[src/rtl/uart_rx_stream_pkg.sv]
// -----------------------------------------------------------------------------
// uart_rx_stream_pkg
// Shared UART definitions used by the receiver (and by the transmitter):
//   parity_t    - parity mode selection
//   rx_state_t  - receiver FSM state encoding, also exported as a debug port
//   parity_bit  - parity bit value a transmitter appends for a given data byte
//   frame_bits  - total bit times of one frame (start + data + parity + stop)
// -----------------------------------------------------------------------------
package uart_rx_stream_pkg;

    typedef enum logic [1:0] {
        PAR_NONE,
        PAR_EVEN,
        PAR_ODD
    } parity_t;

    typedef enum logic [2:0] {
        ST_IDLE,
        ST_START,
        ST_DATA,
        ST_PARITY,
        ST_STOP,
        ST_BREAK
    } rx_state_t;

    // EVEN: data ^ parity == 0; ODD: data ^ parity == 1. Unused data bits must be 0.
    function automatic logic parity_bit(input logic [7:0] data, input parity_t parity);
        case (parity)
            PAR_EVEN: return ^data;
            PAR_ODD:  return ~^data;
            default:  return 1'b0;
        endcase
    endfunction

    function automatic int frame_bits(input int bytesize, input parity_t parity, input int stopsize);
        return 1 + bytesize + ((parity != PAR_NONE) ? 1 : 0) + stopsize;
    endfunction

endpackage

[src/rtl/uart_rx_stream_if.sv]
// -----------------------------------------------------------------------------
// uart_rx_stream_if
// Received-byte stream.
//   str_tvalid - byte available (producer)
//   str_tdata  - byte value (producer)
//   str_tready - consumer accepts byte
// Handshake: a byte transfers on every clock edge where str_tvalid && str_tready.
// While str_tvalid is high and str_tready low, str_tdata is held stable and
// str_tvalid is not withdrawn.
// -----------------------------------------------------------------------------
interface uart_rx_stream_if;
    logic       str_tvalid;
    logic [7:0] str_tdata;
    logic       str_tready;

    modport master (output str_tvalid, output str_tdata, input str_tready);
    modport slave  (input str_tvalid, input str_tdata, output str_tready);
endinterface

[src/rtl/uart_rx_stream_sync.sv]
// -----------------------------------------------------------------------------
// uart_sync
// Two-flop synchronizer for an asynchronous single-bit input.
//   i_clk   - clock
//   i_rst_n - synchronous active-low reset; both flops load RST_VAL
//   i_d     - asynchronous input
//   o_q     - synchronized output (2 cycles latency)
// -----------------------------------------------------------------------------
module uart_sync #(
    parameter logic RST_VAL = 1'b1
) (
    input  logic i_clk,
    input  logic i_rst_n,
    input  logic i_d,
    output logic o_q
);
    logic r_meta;
    logic r_sync;

    always_ff @(posedge i_clk) begin
        if (!i_rst_n) begin
            r_meta <= RST_VAL;
            r_sync <= RST_VAL;
        end else begin
            r_meta <= i_d;
            r_sync <= r_meta;
        end
    end

    assign o_q = r_sync;
endmodule

[src/rtl/uart_rx_stream.sv]
// -----------------------------------------------------------------------------
// uart_rx_stream
// UART receiver: oversamples uart_rxd, deframes start/data/parity/stop bits and
// delivers each good byte on a valid/ready stream.
//   clk          - clock
//   rst_n        - synchronous active-low reset
//   uart_rxd     - asynchronous serial input, idle high
//   str          - byte stream (master side)
//   err_frame    - one-cycle pulse: a stop bit sampled low
//   err_parity   - one-cycle pulse: parity mismatch
//   err_overrun  - one-cycle pulse: byte completed while previous still held
//   o_dbg_state  - current FSM state
// -----------------------------------------------------------------------------
module uart_rx_stream
    import uart_rx_stream_pkg::*;
#(
    parameter int      BYTESIZE = 8,
    parameter parity_t PARITY   = PAR_NONE,
    parameter int      STOPSIZE = 1,
    parameter int      N_BIT    = 16
) (
    input  logic                  clk,
    input  logic                  rst_n,
    input  logic                  uart_rxd,
    uart_rx_stream_if.master      str,
    output logic                  err_frame,
    output logic                  err_parity,
    output logic                  err_overrun,
    output rx_state_t             o_dbg_state
);
    localparam int CW = $clog2(N_BIT);
    localparam int BW = $clog2(BYTESIZE + STOPSIZE + 1);
    localparam logic [CW-1:0] BAUD_MID  = CW'(N_BIT / 2 - 1);
    localparam logic [CW-1:0] BAUD_LAST = CW'(N_BIT - 1);
    localparam logic [BW-1:0] DATA_LAST = BW'(BYTESIZE - 1);
    // The bit counter keeps running through the stop bits after the data bits.
    localparam logic [BW-1:0] STOP_LAST = BW'(BYTESIZE + STOPSIZE - 1);

    logic                w_rxd_s;
    rx_state_t           r_state;
    rx_state_t           w_next;
    logic                r_rxd_prev;
    logic [CW-1:0]       r_baud;
    logic [BW-1:0]       r_bit;
    logic [BYTESIZE-1:0] r_shift;
    logic                r_par_err;
    logic                r_stop_err;
    logic                r_tvalid;
    logic [7:0]          r_tdata;
    logic                r_err_frame;
    logic                r_err_parity;
    logic                r_err_overrun;

    logic       w_tick;
    logic       w_fall;
    logic       w_stop_bad;
    logic       w_hs;
    logic [7:0] w_data8;
    logic       w_smp_data;
    logic       w_smp_par;
    logic       w_smp_stop;
    logic       w_done;
    logic       w_frame;
    logic       w_par_bad;
    logic       w_good;

    uart_sync #(.RST_VAL(1'b1)) u_sync (
        .i_clk   (clk),
        .i_rst_n (rst_n),
        .i_d     (uart_rxd),
        .o_q     (w_rxd_s)
    );

    assign w_tick     = (r_baud == BAUD_MID);
    // Only a high-to-low transition starts a frame, never a line already low.
    assign w_fall     = r_rxd_prev & ~w_rxd_s;
    assign w_stop_bad = r_stop_err | ~w_rxd_s;
    assign w_hs       = r_tvalid & str.str_tready;
    assign w_data8    = 8'(r_shift);

    // State register
    always_ff @(posedge clk) begin
        if (!rst_n) r_state <= ST_IDLE;
        else        r_state <= w_next;
    end

    // Next-state logic
    always_comb begin
        w_next = r_state;
        case (r_state)
            ST_IDLE:   if (w_fall) w_next = ST_START;
            ST_START:  if (w_tick) w_next = w_rxd_s ? ST_IDLE : ST_DATA;
            ST_DATA:   if (w_tick && (r_bit == DATA_LAST))
                           w_next = (PARITY != PAR_NONE) ? ST_PARITY : ST_STOP;
            ST_PARITY: if (w_tick) w_next = ST_STOP;
            // Leave at mid of the last stop bit so the next start edge is caught early.
            ST_STOP:   if (w_tick && (r_bit == STOP_LAST))
                           w_next = w_stop_bad ? ST_BREAK : ST_IDLE;
            ST_BREAK:  if (w_rxd_s) w_next = ST_IDLE;
            default:   w_next = ST_IDLE;
        endcase
    end

    // Output / strobe logic
    always_comb begin
        w_smp_data = 1'b0;
        w_smp_par  = 1'b0;
        w_smp_stop = 1'b0;
        w_done     = 1'b0;
        case (r_state)
            ST_DATA:   w_smp_data = w_tick;
            ST_PARITY: w_smp_par  = w_tick;
            ST_STOP: begin
                w_smp_stop = w_tick;
                w_done     = w_tick && (r_bit == STOP_LAST);
            end
            default: ;
        endcase
        // Frame error dominates parity, parity dominates delivery/overrun.
        w_frame   = w_done & w_stop_bad;
        w_par_bad = w_done & ~w_stop_bad & r_par_err;
        w_good    = w_done & ~w_stop_bad & ~r_par_err;
    end

    // Counters, shift register, error capture and output register
    always_ff @(posedge clk) begin
        if (!rst_n) begin
            r_rxd_prev    <= 1'b1;
            r_baud        <= '0;
            r_bit         <= '0;
            r_shift       <= '0;
            r_par_err     <= 1'b0;
            r_stop_err    <= 1'b0;
            r_tvalid      <= 1'b0;
            r_tdata       <= '0;
            r_err_frame   <= 1'b0;
            r_err_parity  <= 1'b0;
            r_err_overrun <= 1'b0;
        end else begin
            r_rxd_prev <= w_rxd_s;

            // Held at 0 while waiting, so START begins counting from the edge.
            if (r_state == ST_IDLE || r_state == ST_BREAK) r_baud <= '0;
            else if (r_baud == BAUD_LAST)                  r_baud <= '0;
            else                                           r_baud <= r_baud + 1'b1;

            if (r_state == ST_IDLE)         r_bit <= '0;
            else if (w_smp_data | w_smp_stop) r_bit <= r_bit + 1'b1;

            // LSB arrives first, so shifting in at the MSB leaves bit 0 in place.
            if (w_smp_data) r_shift <= {w_rxd_s, r_shift[BYTESIZE-1:1]};

            if (r_state == ST_IDLE) r_par_err <= 1'b0;
            else if (w_smp_par)     r_par_err <= (parity_bit(w_data8, PARITY) != w_rxd_s);

            if (r_state == ST_IDLE)          r_stop_err <= 1'b0;
            else if (w_smp_stop && !w_rxd_s) r_stop_err <= 1'b1;

            r_err_frame   <= w_frame;
            r_err_parity  <= w_par_bad;
            r_err_overrun <= w_good & r_tvalid & ~str.str_tready;

            // A completion coinciding with a handshake reloads without a gap.
            if (w_good && (!r_tvalid || w_hs)) begin
                r_tvalid <= 1'b1;
                r_tdata  <= w_data8;
            end else if (w_hs) begin
                r_tvalid <= 1'b0;
            end
        end
    end

    assign str.str_tvalid = r_tvalid;
    assign str.str_tdata  = r_tdata;
    assign err_frame      = r_err_frame;
    assign err_parity     = r_err_parity;
    assign err_overrun    = r_err_overrun;
    assign o_dbg_state    = r_state;
endmodule

[src/flat_wrapper.sv]
// flat-port wrapper written by rule: the top's interface ports become plain ports
module uart_rx_stream_flat import uart_rx_stream_pkg::*;
#(
    parameter int      BYTESIZE = 8,
    parameter parity_t PARITY   = PAR_NONE,
    parameter int      STOPSIZE = 1,
    parameter int      N_BIT    = 16
)
  (clk, rst_n, uart_rxd, err_frame, err_parity, err_overrun, o_dbg_state, str_str_tvalid, str_str_tdata, str_str_tready);
  uart_rx_stream_if str_i ();
  input  logic clk;
  input  logic rst_n;
  input  logic uart_rxd;
  output logic err_frame;
  output logic err_parity;
  output logic err_overrun;
  output rx_state_t o_dbg_state;
  output wire logic [$bits(str_i.str_tvalid)-1:0] str_str_tvalid;
  output wire logic [$bits(str_i.str_tdata)-1:0] str_str_tdata;
  input wire logic [$bits(str_i.str_tready)-1:0] str_str_tready;
  assign str_str_tvalid = str_i.str_tvalid;
  assign str_str_tdata = str_i.str_tdata;
  assign str_i.str_tready = str_str_tready;
  uart_rx_stream #(.BYTESIZE(BYTESIZE), .PARITY(PARITY), .STOPSIZE(STOPSIZE), .N_BIT(N_BIT)) u_core (.clk(clk), .rst_n(rst_n), .uart_rxd(uart_rxd), .str(str_i), .err_frame(err_frame), .err_parity(err_parity), .err_overrun(err_overrun), .o_dbg_state(o_dbg_state));
endmodule
[config.mk]
export PLATFORM = sky130hd
export DESIGN_NAME = uart_rx_stream_flat
export DESIGN_NICKNAME = d
export VERILOG_FILES = /design/src/rtl/uart_rx_stream_pkg.sv /design/src/rtl/uart_rx_stream_if.sv /design/src/rtl/uart_rx_stream_sync.sv /design/src/rtl/uart_rx_stream.sv /design/src/flat_wrapper.sv
export SDC_FILE = /design/constraint.sdc
export NUM_CORES = 1
export LEC_CHECK = 0
export CORE_MARGIN = 5
export CORE_UTILIZATION = 54
export CTS_CLUSTER_DIAMETER = 50
export DETAILED_ROUTE_END_ITERATION = 6
export PLACE_DENSITY = 0.78
export SYNTH_ARGS = -nofsm -noshare
export SYNTH_HDL_FRONTEND = slang
export SYNTH_HIERARCHICAL = 1
export SYNTH_SLANG_ARGS = --single-unit
[constraint.sdc]
create_clock -name clk -period 2.3 [get_ports clk]
set_input_delay 0.46 -clock clk [delete_from_list [all_inputs] [get_ports clk]]
set_output_delay 0.46 -clock clk [all_outputs]
set_load 0.02 [all_outputs]
==> results of run 1 <==
[state kept, by name, indices dropped and copies added, names as in the netlist]
register,cells
u_core/r_shift,8
u_core/str.str_tdata,8
u_core/r_baud,4
u_core/r_bit,4
u_core/o_dbg_state,3
u_core/err_frame,1
u_core/err_overrun,1
u_core/err_parity,1
u_core/r_par_err,1
u_core/r_rxd_prev,1
u_core/r_stop_err,1
u_core/str.str_tvalid,1
u_core/u_sync/o_q,1
u_core/u_sync/r_meta,1
[cell families (layout without fill, tap and decap cells)]
family                     after synthesis  count (layout)
AOI/OAI and AO/OA                       20              20
xor gates and xnor gates                 6               6
adders and majority gates                3               3
buffers and inverters                   13              36
DFF                                     36              36
muxes                                   12              12
and+or+nand+nor                         74              74
[metal layers]
layer  up-vias  track usage [%]
met4         0             7.01
li1        593                -
met1       552             19.4
met2        31             26.3
met3         2             5.86
met5         -                0
[Yosys cell counts]
library cell / n
buf_6: 3
a21boi_1: 1
or3_1: 2
o21a_1: 1
clkbuf_1: 2
xnor2_1: 2
nand2_2: 1
o31ai_1: 2
nand4b_1: 1
inv_1: 5
dfxtp_1: 36
a31o_2: 1
a21oi_1: 1
and3_1: 1
nand2_1: 20
nand3_1: 11
nand4_1: 1
xor2_1: 4
nor4b_2: 1
nand3b_1: 2
ha_1: 3
nor3b_2: 1
nor3b_4: 1
o21ai_0: 3
o2111ai_1: 1
and3b_1: 1
o22ai_1: 1
a21boi_0: 8
mux2i_1: 12
nor3_1: 1
a211oi_1: 1
and2b_1: 1
buf_2: 3
nor2_1: 15
nor2b_1: 8
nand2b_1: 6
[how the worst max path moves through the flow]
stage | from | end | slack, ps
2_1_floorplan | u_core/r_baud[0]$_SDFF_PP0_ | u_core/str.str_tdata[0]$_SDFFE_PN0P_ | 640
3_3_place_gp | str_str_tready | u_core/str.str_tdata[7]$_SDFFE_PN0P_ | 470
3_5_place_dp | u_core/o_dbg_state[2]$_SDFFE_PN0P_ | u_core/str.str_tdata[7]$_SDFFE_PN0P_ | 390
4_1_cts | u_core/o_dbg_state[0]$_SDFFE_PN0P_ | o_dbg_state[0] | 190
5_1_grt | u_core/o_dbg_state[0]$_SDFFE_PN0P_ | o_dbg_state[0] | 110
6_report | u_core/o_dbg_state[0]$_SDFFE_PN0P_ | o_dbg_state[0] | 200
[area by class of cell]
class | instances | area (µm²) | share of cell area (%)
clock buffers | 8 | 58.8 | 3.26
inverters | 5 | 18.8 | 1.04
multi-input cells | 115 | 748 | 41.5
flip-flops and latches | 36 | 721 | 40.0
well taps | 31 | 38.8 | 2.15
repair buffers | 23 | 218 | 12.1
[through the flow]
stage	utilization, %	instance area (µm²)	hold slack, ps
after CTS	65.4	1800	432
after global routing	65.4	1800	452
final	65.4	1800	424
after floorplan	-	1540	386
after detailed placement	63.2	1740	407
after global placement	63.2	1740	394
[power by group through the flow]
stage	Combinational (W)	Sequential [W]	Clock, W
final	0.000148	0.000679	0.000342
after global routing	0.000167	0.000684	0.000391
after global placement	0.000140	0.000693	0
after detailed placement	0.000149	0.000692	0
after floorplan	0.000130	0.000676	0
after CTS	0.000149	0.000678	0.000356
==> impl_metrics.yaml, run 1 <==
synthesis:
  synth_top_cell_area_share_pct: 46.7
  synthXorXnorAreaFrac_pct: 3.40
  yosys.cell_types.count: 36
  synthSimpleGateAreaFrac_pct: 25.7
  syn_area_per_cell_um2: 9.41
  synth-compound-area-share_pct: 9.16
  syn_inst: 164
  synth_area_leader_cell: "dfxtp_1"
  synth_area_leaders: "dfxtp_1, mux2i_1, nand2_1"
  synth_top_family_by_area: "simple AND/OR/NAND/NOR gates"
  synth_adder_area_share_pct: 2.43
  ys_ff_latch: 36
  yosysWarnings: 6
  synthMuxAreaShare_pct: 7.78
  mappedNetlistNets: 171
  synth.cell_area_um2: 1540
  synth-seq-area-share_pct: 46.7
clocking:
  clk_latency_ps: 330
  ctsResizeCount: 0
  tritoncts: "built"
  post_cts_buffers: 0
  cts_hold_buffers: 0
  cts_sinks: 36
  numCtsBuffers: 5
  root_buffer: "clkbuf_4"
  cts_buffer_depth: 2
  clkTransAtPathRegs_ps: 100
  h-tree-depth: 2
drt:
  viasPerCell: 5.40
  wl_per_cell_um: 13.3
  dr_wl_met2_um: 1410
  ant_nets: 0
  num_vias: 1178
  drc: 0
  dr.first_iter.drc_count: 60
  drtPass1Iterations: 4
  highest_layer: "met4"
  wl_met1_um: 1270
  routed_wl_um: 2910
  dr_wl_met3_um: 190
finish:
  final_cell_mix: "dfxtp_1, nand2_1, clkdlybuf4s50_1"
  syn_to_final_growth_pct: 16.8
  nFillCells: 241
  fin_cells: 218
  drive_gt1_share_pct: 8.56
  layout_commonest_cell: "dfxtp_1"
  diodes: 0
  nets: 193
sta:
  finalCritPeriodShare_pct: 91.4
  drv_slew: 0
  tns_ps: 0
  finalHoldViolations: 0
  grt_setup_unrepaired: "false"
  max_freq_ghz: 0.475
  skew_ps: 9.38
  max-slew-margin-rel_pct: 54.0
  worstMarginPinSlew_ps: 684
  min_period_ps: 2100
  setup_viol_count_final: 0
  timing.final.ws_setup_ps: 197
worst_setup_path:
  cp_slowest_stage_delay_ps: 710
  path_max_fanout: 11
  critPathCaptureType: "primary output"
  cp.depth: 1
  crit_family: "buffers and inverters"
  required_ps: 1840
  cp_slowest_cell: "clkdlybuf4s50_1"
  reg2reg_from: "u_core/o_dbg_state[2]$_SDFFE_PN0P_"
  critPathArrivalTime_ps: 1640
  r2r_slack_ps: 350
  cp_num_buf_inv: 1
  path_cells: "clkdlybuf4s50_1"
  crit_type: "flop to primary output"
  crit_path_start_kind: "flop"
  r2r-end: "u_core/str.str_tdata[7]$_SDFFE_PN0P_"
  worst_r2r_path_depth: 6
hold_path:
  worstHoldPathType: "flop to flop"
  holdPathEnd: "u_core/u_sync/o_q$_SDFF_PN1_"
  whs_path_depth: 1
  min_from: "u_core/u_sync/r_meta$_SDFF_PN1_"
global_routing:
  grt_pass1_wl_um: 5190
  antenna_found_initial: 0
  grt_overflow: 0
  track_usage_pct: 16.3
  first_global_vias: 1152
  grt_max_degree: 15
floorplanning:
  die_y_um: 63.5
  die_area_um2: 4030
  num_rows: 19
  start_util_pct: 56.0
  ioPinCount: 19
  fp.dieW_um: 63.5
  coreArea_um2: 2760
placement:
  dp_hpwl_um: 2130
  place_inst: 210
  numPortBuffers: 18
  gp_congestion: 0.814
  place_ws_ps: 387
job:
  maxCapViolCount: 0
power:
  ir_worst_vdd_uv: 597
  clkPwrFrac_pct: 29.2
  p_sw_w: 0.000308
  powerDensity_nw_per_um2: 648
  sequentialPowerShare_pct: 58.1
  switching_share_pct: 26.4
  power_w: 0.00117
  leakagePower_nw: 0.625
  combPwrFrac_pct: 12.7
  p_int_w: 0.000860
status:
  status: "complete, no violations"
No activity file was read; power rests on OpenSTA's default activity.
==> run 2: changes to the inputs <==
--- a/config.mk
+++ b/config.mk
@@ -5,7 +5,7 @@
 export SDC_FILE = /design/constraint.sdc
 export NUM_CORES = 1
 export LEC_CHECK = 0
-export CORE_MARGIN = 5
+export ABC_AREA = 1
 export CORE_UTILIZATION = 54
 export CTS_CLUSTER_DIAMETER = 50
 export DETAILED_ROUTE_END_ITERATION = 6
==> impl_metrics.yaml, run 2 <==
clocking:
  ctsResizeCount: 0
  numCtsBuffers: 5
  h-tree-depth: 2
  clkTransAtPathRegs_ps: 100
  post_cts_buffers: 0
  tritoncts: "built"
  cts_hold_buffers: 0
  clk_latency_ps: 340
  cts_sinks: 36
  cts_buffer_depth: 2
  root_buffer: "clkbuf_4"
global_routing:
  antenna_found_initial: 0
  grt_overflow: 0
  grt_pass1_wl_um: 4980
  track_usage_pct: 20.8
  grt_max_degree: 24
  first_global_vias: 1200
finish:
  layout_commonest_cell: "dfxtp_1"
  final_cell_mix: "dfxtp_1, nand2_1, inv_1"
  drive_gt1_share_pct: 14.2
  syn_to_final_growth_pct: 16.8
  nFillCells: 226
  diodes: 0
  nets: 239
synthesis:
  synth.cell_area_um2: 1580
  synth-seq-area-share_pct: 45.7
  synth_area_leaders: "dfxtp_1, nand2_1, inv_1"
  mappedNetlistNets: 216
  syn_inst: 209
  ys_ff_latch: 36
  syn_area_per_cell_um2: 7.54
  yosys.cell_types.count: 27
  yosysWarnings: 6
  synth_area_leader_cell: "dfxtp_1"
  synth_common_cells: "dfxtp_1, nand2_1, inv_1"
  ys.flop_type: "dfxtp_1"
  synth_top_cell_area_share_pct: 45.7
  synth-edff-count: 0
  yosysMostFrequentCell: "dfxtp_1"
  synthArstFlopShare_pct: 0
drt:
  viasPerCell: 5.14
  drtPass1Iterations: 4
  num_vias: 1358
  wl_per_cell_um: 11.4
  dr.first_iter.drc_count: 68
  ant_nets: 0
  drc: 0
  routed_wl_um: 3000
power:
  clkPwrFrac_pct: 20.7
  p_sw_w: 0.000589
  leakagePower_nw: 0.752
  switching_share_pct: 37.5
  p_int_w: 0.000982
  powerDensity_nw_per_um2: 853
  sequentialPowerShare_pct: 45.8
  combPwrFrac_pct: 33.5
  ir_worst_vdd_uv: 760
worst_setup_path:
  cp_slowest_cell: "clkdlybuf4s50_1"
  required_ps: 1840
  crit_type: "flop to primary output"
  cp_num_buf_inv: 1
  cp_slowest_stage_delay_ps: 660
  path_cells: "clkdlybuf4s50_1"
  critPathArrivalTime_ps: 1500
  r2r_slack_ps: 700
  crit_path_start_kind: "flop"
  path_max_fanout: 8
  critPathCaptureType: "primary output"
  crit_family: "buffers and inverters"
job:
  maxCapViolCount: 0
sta:
  tns_ps: 0
  hold_slack_ps: 430
  max_freq_ghz: 0.510
  grt_setup_unrepaired: "false"
  worstMarginPinSlew_ps: 305
  max-slew-margin-rel_pct: 79.6
  skew_ps: 14.8
  setup_viol_count_final: 0
  min_period_ps: 1960
  finalHoldViolations: 0
  finalCritPeriodShare_pct: 85.2
  drv_slew: 0
floorplanning:
  die_area_um2: 3140
  coreArea_um2: 2760
  fp.dieW_um: 56.0
  num_rows: 19
  die_y_um: 56.0
  ioPinCount: 19
  start_util_pct: 57.2
hold_path:
  worstHoldPathType: "flop to flop"
placement:
  numPortBuffers: 18
  gp_congestion: 0.879
  dp_hpwl_um: 2240
status:
  status: "complete, no violations"
run 2: worst paths after layout:
check,depth (start not counted),end,startpoint
setup / recovery,1,o_dbg_state[0],u_core/o_dbg_state[0]$_SDFFE_PN0P_
hold / removal,2,u_core/u_sync/o_q$_SDFF_PN1_,u_core/u_sync/r_meta$_SDFF_PN1_
setup reg to reg,8,u_core/r_bit[3]$_SDFFE_PP0P_,u_core/r_baud[0]$_SDFF_PP0_
hold reg to reg,2,u_core/u_sync/o_q$_SDFF_PN1_,u_core/u_sync/r_meta$_SDFF_PN1_
run 2: final cells by class:
| class | count | area [µm²] | area share (%) |
|---|---|---|---|
| Clock buffer | 7 | 45.0 | 2.45 |
| Tap cell | 31 | 38.8 | 2.11 |
| Inverter | 37 | 141 | 7.68 |
| Timing Repair Buffer | 19 | 188 | 10.2 |
| Sequential cell | 36 | 721 | 39.1 |
| Multi-Input combinational cell | 133 | 699 | 38.0 |
| Clock inverter | 1 | 8.76 | 0.476 |
run 2: cells by family (layout without fill, tap and decap cells):
| kind of cell | count (synthesis) | count (layout) | share of synthesized area, % |
|---|---|---|---|
| AOI/OAI and AO/OA | 39 | 39 | 13.7 |
| xor gates and xnor gates | 1 | 1 | 0.556 |
| adders and majority gates | 3 | 3 | 2.38 |
| buffers and inverters | 40 | 64 | 9.92 |
| DFF | 36 | 36 | 45.7 |
| and+or+nand+nor | 90 | 90 | 27.7 |
run 2: metal layers:
metal / global-route usage, % / vias to the layer above / part of all wire (%)
li1: - / 707 / -
met1: 24.1 / 602 / 44
met2: 34.4 / 45 / 49
met3: 6.98 / 4 / 5.8
met4: 10.1 / 0 / 1.5
met5: 0 / - / 0
run 2: per-stage QoR:
stage	power (W)	util [%]	setup slack, ps	instances	area, µm²
final	0.00157	66.8	340	264	1840
after global routing	0.00168	66.8	275	264	1840
after CTS	0.00159	66.8	327	264	1840
after detailed placement	0.00126	64.8	575	256	1790
after global placement	0.00124	64.8	611	256	1790
after floorplan	0.00113	-	985	209	1580
run 2: power by group through the flow:
stage / Sequential (W) / Clock [W] / Combinational, W
after global placement: 0.000730 / 0 / 0.000509
after detailed placement: 0.000733 / 0 / 0.000525
after floorplan: 0.000754 / 0 / 0.000376
after global routing: 0.000726 / 0.000365 / 0.000590
after CTS: 0.000719 / 0.000343 / 0.000526
final: 0.000719 / 0.000325 / 0.000527
==> run 3: changes to the inputs <==
--- a/config.mk
+++ b/config.mk
@@ -6,6 +6,7 @@
 export NUM_CORES = 1
 export LEC_CHECK = 0
 export ABC_AREA = 1
+export CAP_MARGIN = 20
 export CORE_UTILIZATION = 54
 export CTS_CLUSTER_DIAMETER = 50
 export DETAILED_ROUTE_END_ITERATION = 6
==> results of run 3 <==
The final DEF is identical to that of run 2; final timing and power are the same.
